File: src/rtl/sample_loader_pkg.sv
// Shared widths, boolean constants and FSM encoding for the bank I sample loader.
package sample_loader_pkg;

    localparam int SRAM_ADDR_LEN = 15;
    localparam int REG_WORD_LEN  = 16;

    localparam logic TRUE  = 1'b1;
    localparam logic FALSE = 1'b0;

    localparam logic [1:0] ST_IDLE    = 2'd0;
    localparam logic [1:0] ST_CAPTURE = 2'd1;
    localparam logic [1:0] ST_DONE    = 2'd2;

endpackage

File: src/rtl/sample_loader_if.sv
// Input sample stream plus bank I sram write port, bundled as one bus.
interface sample_loader_if #(
    parameter int ADDR_W = 15,
    parameter int DATA_W = 16
);
    logic              s_valid;
    logic [DATA_W-1:0] s_data;
    logic              s_ready;
    logic [ADDR_W-1:0] write_addr;
    logic [DATA_W-1:0] write_data;
    logic              write_en;

    modport master (
        output s_valid, s_data,
        input  s_ready, write_addr, write_data, write_en
    );

    modport slave (
        input  s_valid, s_data,
        output s_ready, write_addr, write_data, write_en
    );
endinterface

File: src/rtl/sample_loader.sv
// Streams valid/ready samples into consecutive bank I words; one-shot or ring-buffer
// capture with frame completion pulse.
module sample_loader
    import sample_loader_pkg::*;
#(
    parameter int                ADDR_W    = SRAM_ADDR_LEN,
    parameter int                DATA_W    = REG_WORD_LEN,
    parameter logic [ADDR_W-1:0] BASE_ADDR = '0
) (
    input  logic              clk,
    input  logic              rst,
    input  logic              start,
    input  logic              abort,
    input  logic              circular,
    input  logic [ADDR_W-1:0] frame_len,
    sample_loader_if.slave    bus,
    output logic              busy,
    output logic              frame_done,
    output logic              len_err,
    output logic [ADDR_W-1:0] word_cnt
);

    logic [1:0]        state;
    logic [ADDR_W-1:0] len_q;
    logic              circ_q;
    logic              hs;
    logic              last;

    assign bus.s_ready = (state == ST_CAPTURE) && !abort;
    assign hs          = bus.s_valid && bus.s_ready;
    // word_cnt doubles as the frame index: both clear together and step together.
    assign last        = (word_cnt == len_q - ADDR_W'(1));

    always_ff @(posedge clk) begin
        if (rst) begin
            state          <= ST_IDLE;
            len_q          <= '0;
            circ_q         <= FALSE;
            word_cnt       <= '0;
            busy           <= FALSE;
            frame_done     <= FALSE;
            len_err        <= FALSE;
            bus.write_en   <= FALSE;
            bus.write_addr <= '0;
            bus.write_data <= '0;
        end else begin
            bus.write_en <= hs;
            frame_done   <= hs && last;
            len_err      <= FALSE;
            if (hs) begin
                bus.write_addr <= BASE_ADDR + word_cnt;
                bus.write_data <= bus.s_data;
            end

            if (abort) begin
                state <= ST_IDLE;
                busy  <= FALSE;
            end else begin
                case (state)
                    ST_IDLE: begin
                        if (start) begin
                            if (frame_len == '0) begin
                                len_err <= TRUE;
                            end else begin
                                state    <= ST_CAPTURE;
                                busy     <= TRUE;
                                len_q    <= frame_len;
                                circ_q   <= circular;
                                word_cnt <= '0;
                            end
                        end
                    end
                    ST_CAPTURE: begin
                        if (hs) begin
                            if (last && circ_q) word_cnt <= '0;
                            else                word_cnt <= word_cnt + ADDR_W'(1);
                            if (last && !circ_q) begin
                                state <= ST_DONE;
                                busy  <= FALSE;
                            end
                        end
                    end
                    ST_DONE: state <= ST_IDLE;
                    default: state <= ST_IDLE;
                endcase
            end
        end
    end

endmodule
File: src/flat_wrapper.sv
// flat-port wrapper written by rule: the top's interface ports become plain ports
module sample_loader_flat import sample_loader_pkg::*;
#(
    parameter int                ADDR_W    = SRAM_ADDR_LEN,
    parameter int                DATA_W    = REG_WORD_LEN,
    parameter logic [ADDR_W-1:0] BASE_ADDR = '0
)
  (clk, rst, start, abort, circular, frame_len, busy, frame_done, len_err, word_cnt, bus_s_valid, bus_s_data, bus_s_ready, bus_write_addr, bus_write_data, bus_write_en);
  sample_loader_if #(.ADDR_W(ADDR_W), .DATA_W(DATA_W)) bus_i ();
  input  logic clk;
  input  logic rst;
  input  logic start;
  input  logic abort;
  input  logic circular;
  input  logic [ADDR_W-1:0] frame_len;
  output logic busy;
  output logic frame_done;
  output logic len_err;
  output logic [ADDR_W-1:0] word_cnt;
  input wire logic [$bits(bus_i.s_valid)-1:0] bus_s_valid;
  input wire logic [$bits(bus_i.s_data)-1:0] bus_s_data;
  output wire logic [$bits(bus_i.s_ready)-1:0] bus_s_ready;
  output wire logic [$bits(bus_i.write_addr)-1:0] bus_write_addr;
  output wire logic [$bits(bus_i.write_data)-1:0] bus_write_data;
  output wire logic [$bits(bus_i.write_en)-1:0] bus_write_en;
  assign bus_i.s_valid = bus_s_valid;
  assign bus_i.s_data = bus_s_data;
  assign bus_s_ready = bus_i.s_ready;
  assign bus_write_addr = bus_i.write_addr;
  assign bus_write_data = bus_i.write_data;
  assign bus_write_en = bus_i.write_en;
  sample_loader #(.ADDR_W(ADDR_W), .DATA_W(DATA_W), .BASE_ADDR(BASE_ADDR)) u_core (.clk(clk), .rst(rst), .start(start), .abort(abort), .circular(circular), .frame_len(frame_len), .bus(bus_i), .busy(busy), .frame_done(frame_done), .len_err(len_err), .word_cnt(word_cnt));
endmodule
File: config.mk
export PLATFORM = sky130hd
export DESIGN_NAME = sample_loader_flat
export DESIGN_NICKNAME = d
export VERILOG_FILES = /design/src/rtl/sample_loader_pkg.sv /design/src/rtl/sample_loader_if.sv /design/src/rtl/sample_loader.sv /design/src/flat_wrapper.sv
export SDC_FILE = /design/constraint.sdc
export NUM_CORES = 1
export LEC_CHECK = 0
export CORE_MARGIN = 1.5
export CORE_UTILIZATION = 51
export DETAILED_ROUTE_END_ITERATION = 7
export PLACE_DENSITY = 0.83
export SLEW_MARGIN = 20
export SYNTH_ARGS = -nofsm -noshare
export SYNTH_HDL_FRONTEND = slang
export SYNTH_SLANG_ARGS = --single-unit
File: constraint.sdc
create_clock -name clk -period 6.9 [get_ports clk]
set_clock_uncertainty 0.2 [all_clocks]
set_input_delay 1.38 -clock clk [delete_from_list [all_inputs] [get_ports clk]]
set_output_delay 1.38 -clock clk [all_outputs]
set_load 0.02 [all_outputs]
==> Word level (Yosys, flattened, before mapping) <==
Index checks and enable logic that the tools add are counted.
{ "op_classes": {"n_addsub": 2, "n_eq_ne": 6, "n_reduce_logical": 16, "muxes": 16, "bitwise_logic": 4} }
{ "ops": {"columns": ["op", "count"], "rows": [
  ["two-way mux 15 bit", 4],
  ["case mux 15 bit (2 select lines)", 1],
  ["adder 15 x 1 -> 15 bit, second input constant", 1],
  ["== test 15 bit", 1],
  ["zero test 15 bit", 1],
  ["subtractor 15 x 1 -> 15 bit, second input constant", 1],
  ["AND reduction 5 bit", 2],
  ["two-way mux 2 bit", 4],
  ["AND reduction 4 bit", 2],
  ["!= test 2 bit, second input constant", 3],
  ["logical AND 1 bit", 5],
  ["two-way mux 1 bit", 5],
  ["NOT 1 bit", 4],
  ["case mux 2 bit (2 select lines)", 1],
  ["OR reduction 4 bit", 1],
  ["== test 2 x 1 -> 1 bit, second input constant", 1],
  ["zero test 1 bit", 2],
  ["zero test 2 bit", 1],
  ["!= test 2 x 1 -> 1 bit, second input constant", 1],
  ["case mux 1 bit (2 select lines)", 1],
  ["nonzero test 2 bit", 1],
  ["OR reduction 2 bit", 1]
]} }
{ "word_totals": {"out_inout_bits": 51, "input_bits": 37, "elab_cells": 54, "regBits": 68} }

==> Logic depth before layout (Yosys ltp) <==
{ "depth": {"depth_word": 6, "ltp_mapped": 11, "mapped_depth_nobuf": 10} }

==> Least setup slack after synthesis <==
Ideal clock, no wire load.
{ "synth_timing": {"path_type": "input-to-output", "startpoint": "input abort", "endpoint": "output bus_s_ready", "t_arrival_ns": 1.702, "required_time_ns": 5.320, "n_path_buf": 0, "slack_ns": 3.618, "path_stages": 1, "cell_sequence": "nor2_1"} }
{ "synth_via": {"elab_chain_cells": 2} }
{ "synth_lines": {"columns": ["element", "line_no", "source"], "rows": [
  ["from (decl)", "flat_wrapper.sv:13", "input logic abort;"],
  ["zero test 1 bit", "sample_loader.sv:29", "assign bus.s_ready = (state == ST_CAPTURE) && !abort;"],
  ["logical AND 1 bit", "sample_loader.sv:29", null],
  ["to (decl)", "flat_wrapper.sv:22", "output wire logic [$bits(bus_i.s_ready)-1:0] bus_s_ready;"]
]} }
No other way between the ends.

==> Worst setup path in the final report <==
Same ends and word-level chain as after synthesis.

==> impl_metrics.py <==
metrics = {
    "floorplan": {
        "row_count": 28,
        "ios": 88,
        "start_util_pct": 53.0,
        "core-area_sq_um": 5920,
        "fp.dieW_microns": 81.5,
        "die_y_microns": 81.5,
        "die_area_sq_um": 6640,
    },
    "finish": {
        "n_antenna_cell": 0,
        "final_nets": 503,
        "design_area_sq_um": 4240,
        "final_common_cell": "clkdlybuf4s50_1",
        "syn_to_final_growth_pct": 35.1,
        "layout_common_cells": "86 x clkdlybuf4s50_1, 84 x nand2_1, 68 x dfxtp_1",
        "drive_gt1_share_pct": 5.97,
    },
    "drt": {
        "first_pass_iters": 4,
        "wire_per_inst_microns": 14.4,
        "drc": 0,
        "via_per_inst": 5.51,
        "postRouteAntennaNets": 0,
        "drt-total-wl_mm": 7.85,
        "vias": 3000,
        "first_iter_violations": 162,
    },
    "pwr": {
        "powerDensity_nw_per_um2": 199,
        "fin_total_pwr_mw": 0.846,
        "p_leak_nw": 1.54,
        "vdd_ir_drop_max_uv": 159,
    },
    "setup_path": {
        "crit_arrival_ns": 2.68,
        "critical_path.max_fanout": 5,
        "worstPathRequired_ns": 5.32,
        "criticalPathCategory": "in2out",
        "start_kind": "input port",
        "worstSetupEndpointType": "output port",
    },
    "clock_network": {
        "cts_root_buf": "clkbuf_8",
        "hold_buffers": 0,
        "cts_tree": "built",
        "cts_setup_buffers": 0,
        "cts_resized": 0,
        "clock-sinks": 68,
        "clockBufferDepth": 2,
        "clk_pin_slew_ns": 0.07,
        "htreeDepth": 3,
        "insertion_delay_ns": 0.33,
        "cts_made_buffers": 9,
    },
    "synth": {
        "syn_inst": 384,
        "synth_edf_count": 0,
        "async_flop_share_pct": 0,
        "ys_warn_count": 0,
        "synth-seq-area-share_pct": 43.3,
        "syn-cell-area_sq_um": 3140,
        "avgSynthCellArea_sq_um": 8.18,
        "synth_fp_nets": 423,
        "synth.distinct_cells": 42,
        "ys_seq_elements": 68,
        "synthFlopType": "dfxtp_1",
    },
    "global_route": {
        "grt_pass1_wl_mm": 12.9,
        "grt_max_degree": 60,
        "first_global_vias": 2735,
        "grt.total_usage_pct": 25.2,
        "antenna_found_initial": 0,
        "grt-ovfl-total": 0,
    },
    "timing": {
        "grt_setup_unrepaired": "no",
        "fmax_ghz": 0.235,
        "drv_slew": 0,
        "period_needed_ns": 4.26,
        "finalHoldViolCount": 0,
        "setup-violations-final": 0,
        "fin_crit_sh_pct": 61.7,
        "setup_tns_ns": 0,
        "maxSlewHeadroom_pct": 30.7,
        "tightest_slew_ns": 1.04,
    },
    "min_path": {
        "hold_class": "reg2reg",
    },
    "placement": {
        "routabilityCongestion": 0.893,
        "io_buffers": 87,
        "dpl_cell_area_sq_um": 4040,
        "dp_hpwl_mm": 5.41,
    },
    "run": {
        "max_cap_violations": 0,
    },
    "outcome": {
        "outcome": "finished clean",
    },
}
[state kept, by name, indices dropped and copies added (netlist names), 2 cells and up]
| register | count |
|---|---|
| u_core.bus.write_data | 16 |
| u_core.state | 2 |
| u_core.bus.write_addr | 15 |
| u_core.word_cnt | 15 |
| u_core.len_q | 15 |
[where the power goes]
group	total, mW	internal (mW)	switching, mW
registers	0.409	0.399	0.00964
clock network	0.329	0.186	0.143
logic	0.108	0.0521	0.0561
[worst max-delay path, stage by stage]
cell	delay, ns
clkdlybuf4s50_1	0.49
nor2_1	0.18
clkdlybuf4s50_1	0.62
[cells in the mapped netlist, types with 5 or more instances]
library cell / instances / area (sq um)
a21oi_1: 38 / 190
nor4_1: 7 / 43.8
o21ai_0: 6 / 30.0
nand2_1: 84 / 315
xnor2_1: 16 / 140
nor3_1: 11 / 55.1
clkbuf_1: 19 / 71.3
xor2_1: 14 / 123
a31oi_1: 5 / 31.3
nand3_1: 11 / 55.1
nand4_1: 9 / 56.3
inv_1: 5 / 18.8
mux2i_1: 17 / 170
nor2_1: 42 / 158
dfxtp_1: 68 / 1360
[metrics by stage]
step                cells  worst slack, ns  util, %  hold slack [ns]
finish                544             2.64     71.7            0.254
global route          544             2.54     71.7            0.276
CTS                   544             2.63     71.7            0.256
detailed placement    528             2.63     68.2            0.247
global placement      528             2.68     68.2            0.241
floorplan             384             3.62        -            0.242
[logic make-up after synthesis]
group | Yosys count | share of synthesized area (%)
multiplexers | 17 | 5.42
buffers and inverters | 27 | 3.63
flip-flops | 68 | 43.3
AND/OR/NAND/NOR | 180 | 26.5
AO/OA/AOI/OAI | 60 | 12.0
adder cells (fa/ha/maj) | 2 | 0.797
XOR/XNOR | 30 | 8.37
[metal layers]
| layer | up-vias | global-route usage, % | routed length, microns |
|---|---|---|---|
| met2 | 109 | 40.7 | 3660 |
| li1 | 1470 | - | - |
| met4 | 0 | 8.28 | 80 |
| met1 | 1414 | 32.2 | 3520 |
| met5 | - | 0 | 0 |
| met3 | 7 | 7.22 | 585 |
[path summary, 6_finish.rpt]
kind                                           from                                      to  slack (ns)  cells after the start
max reg2reg            u_core.len_q[0]$_SDFFE_PP0P_        u_core.word_cnt[11]$_SDFFE_PP0P_        3.29                     10
min reg2reg  u_core.bus.write_data[10]$_SDFFE_PP0P_  u_core.bus.write_data[10]$_SDFFE_PP0P_        0.25                      2
max                                           abort                             bus_s_ready        2.64                      3
min          u_core.bus.write_data[10]$_SDFFE_PP0P_  u_core.bus.write_data[10]$_SDFFE_PP0P_        0.25                      2
[cell type report]
cell class | count | area, sq um
fill | 439 | 1680
clock buffer | 12 | 155
timing repair buffer | 91 | 896
clock inverter | 4 | 47.5
multi-input combinational | 289 | 1670
inverter | 5 | 18.8
tap | 75 | 93.8
sequential | 68 | 1360
Note: power is estimated with default switching activity, not from simulation.
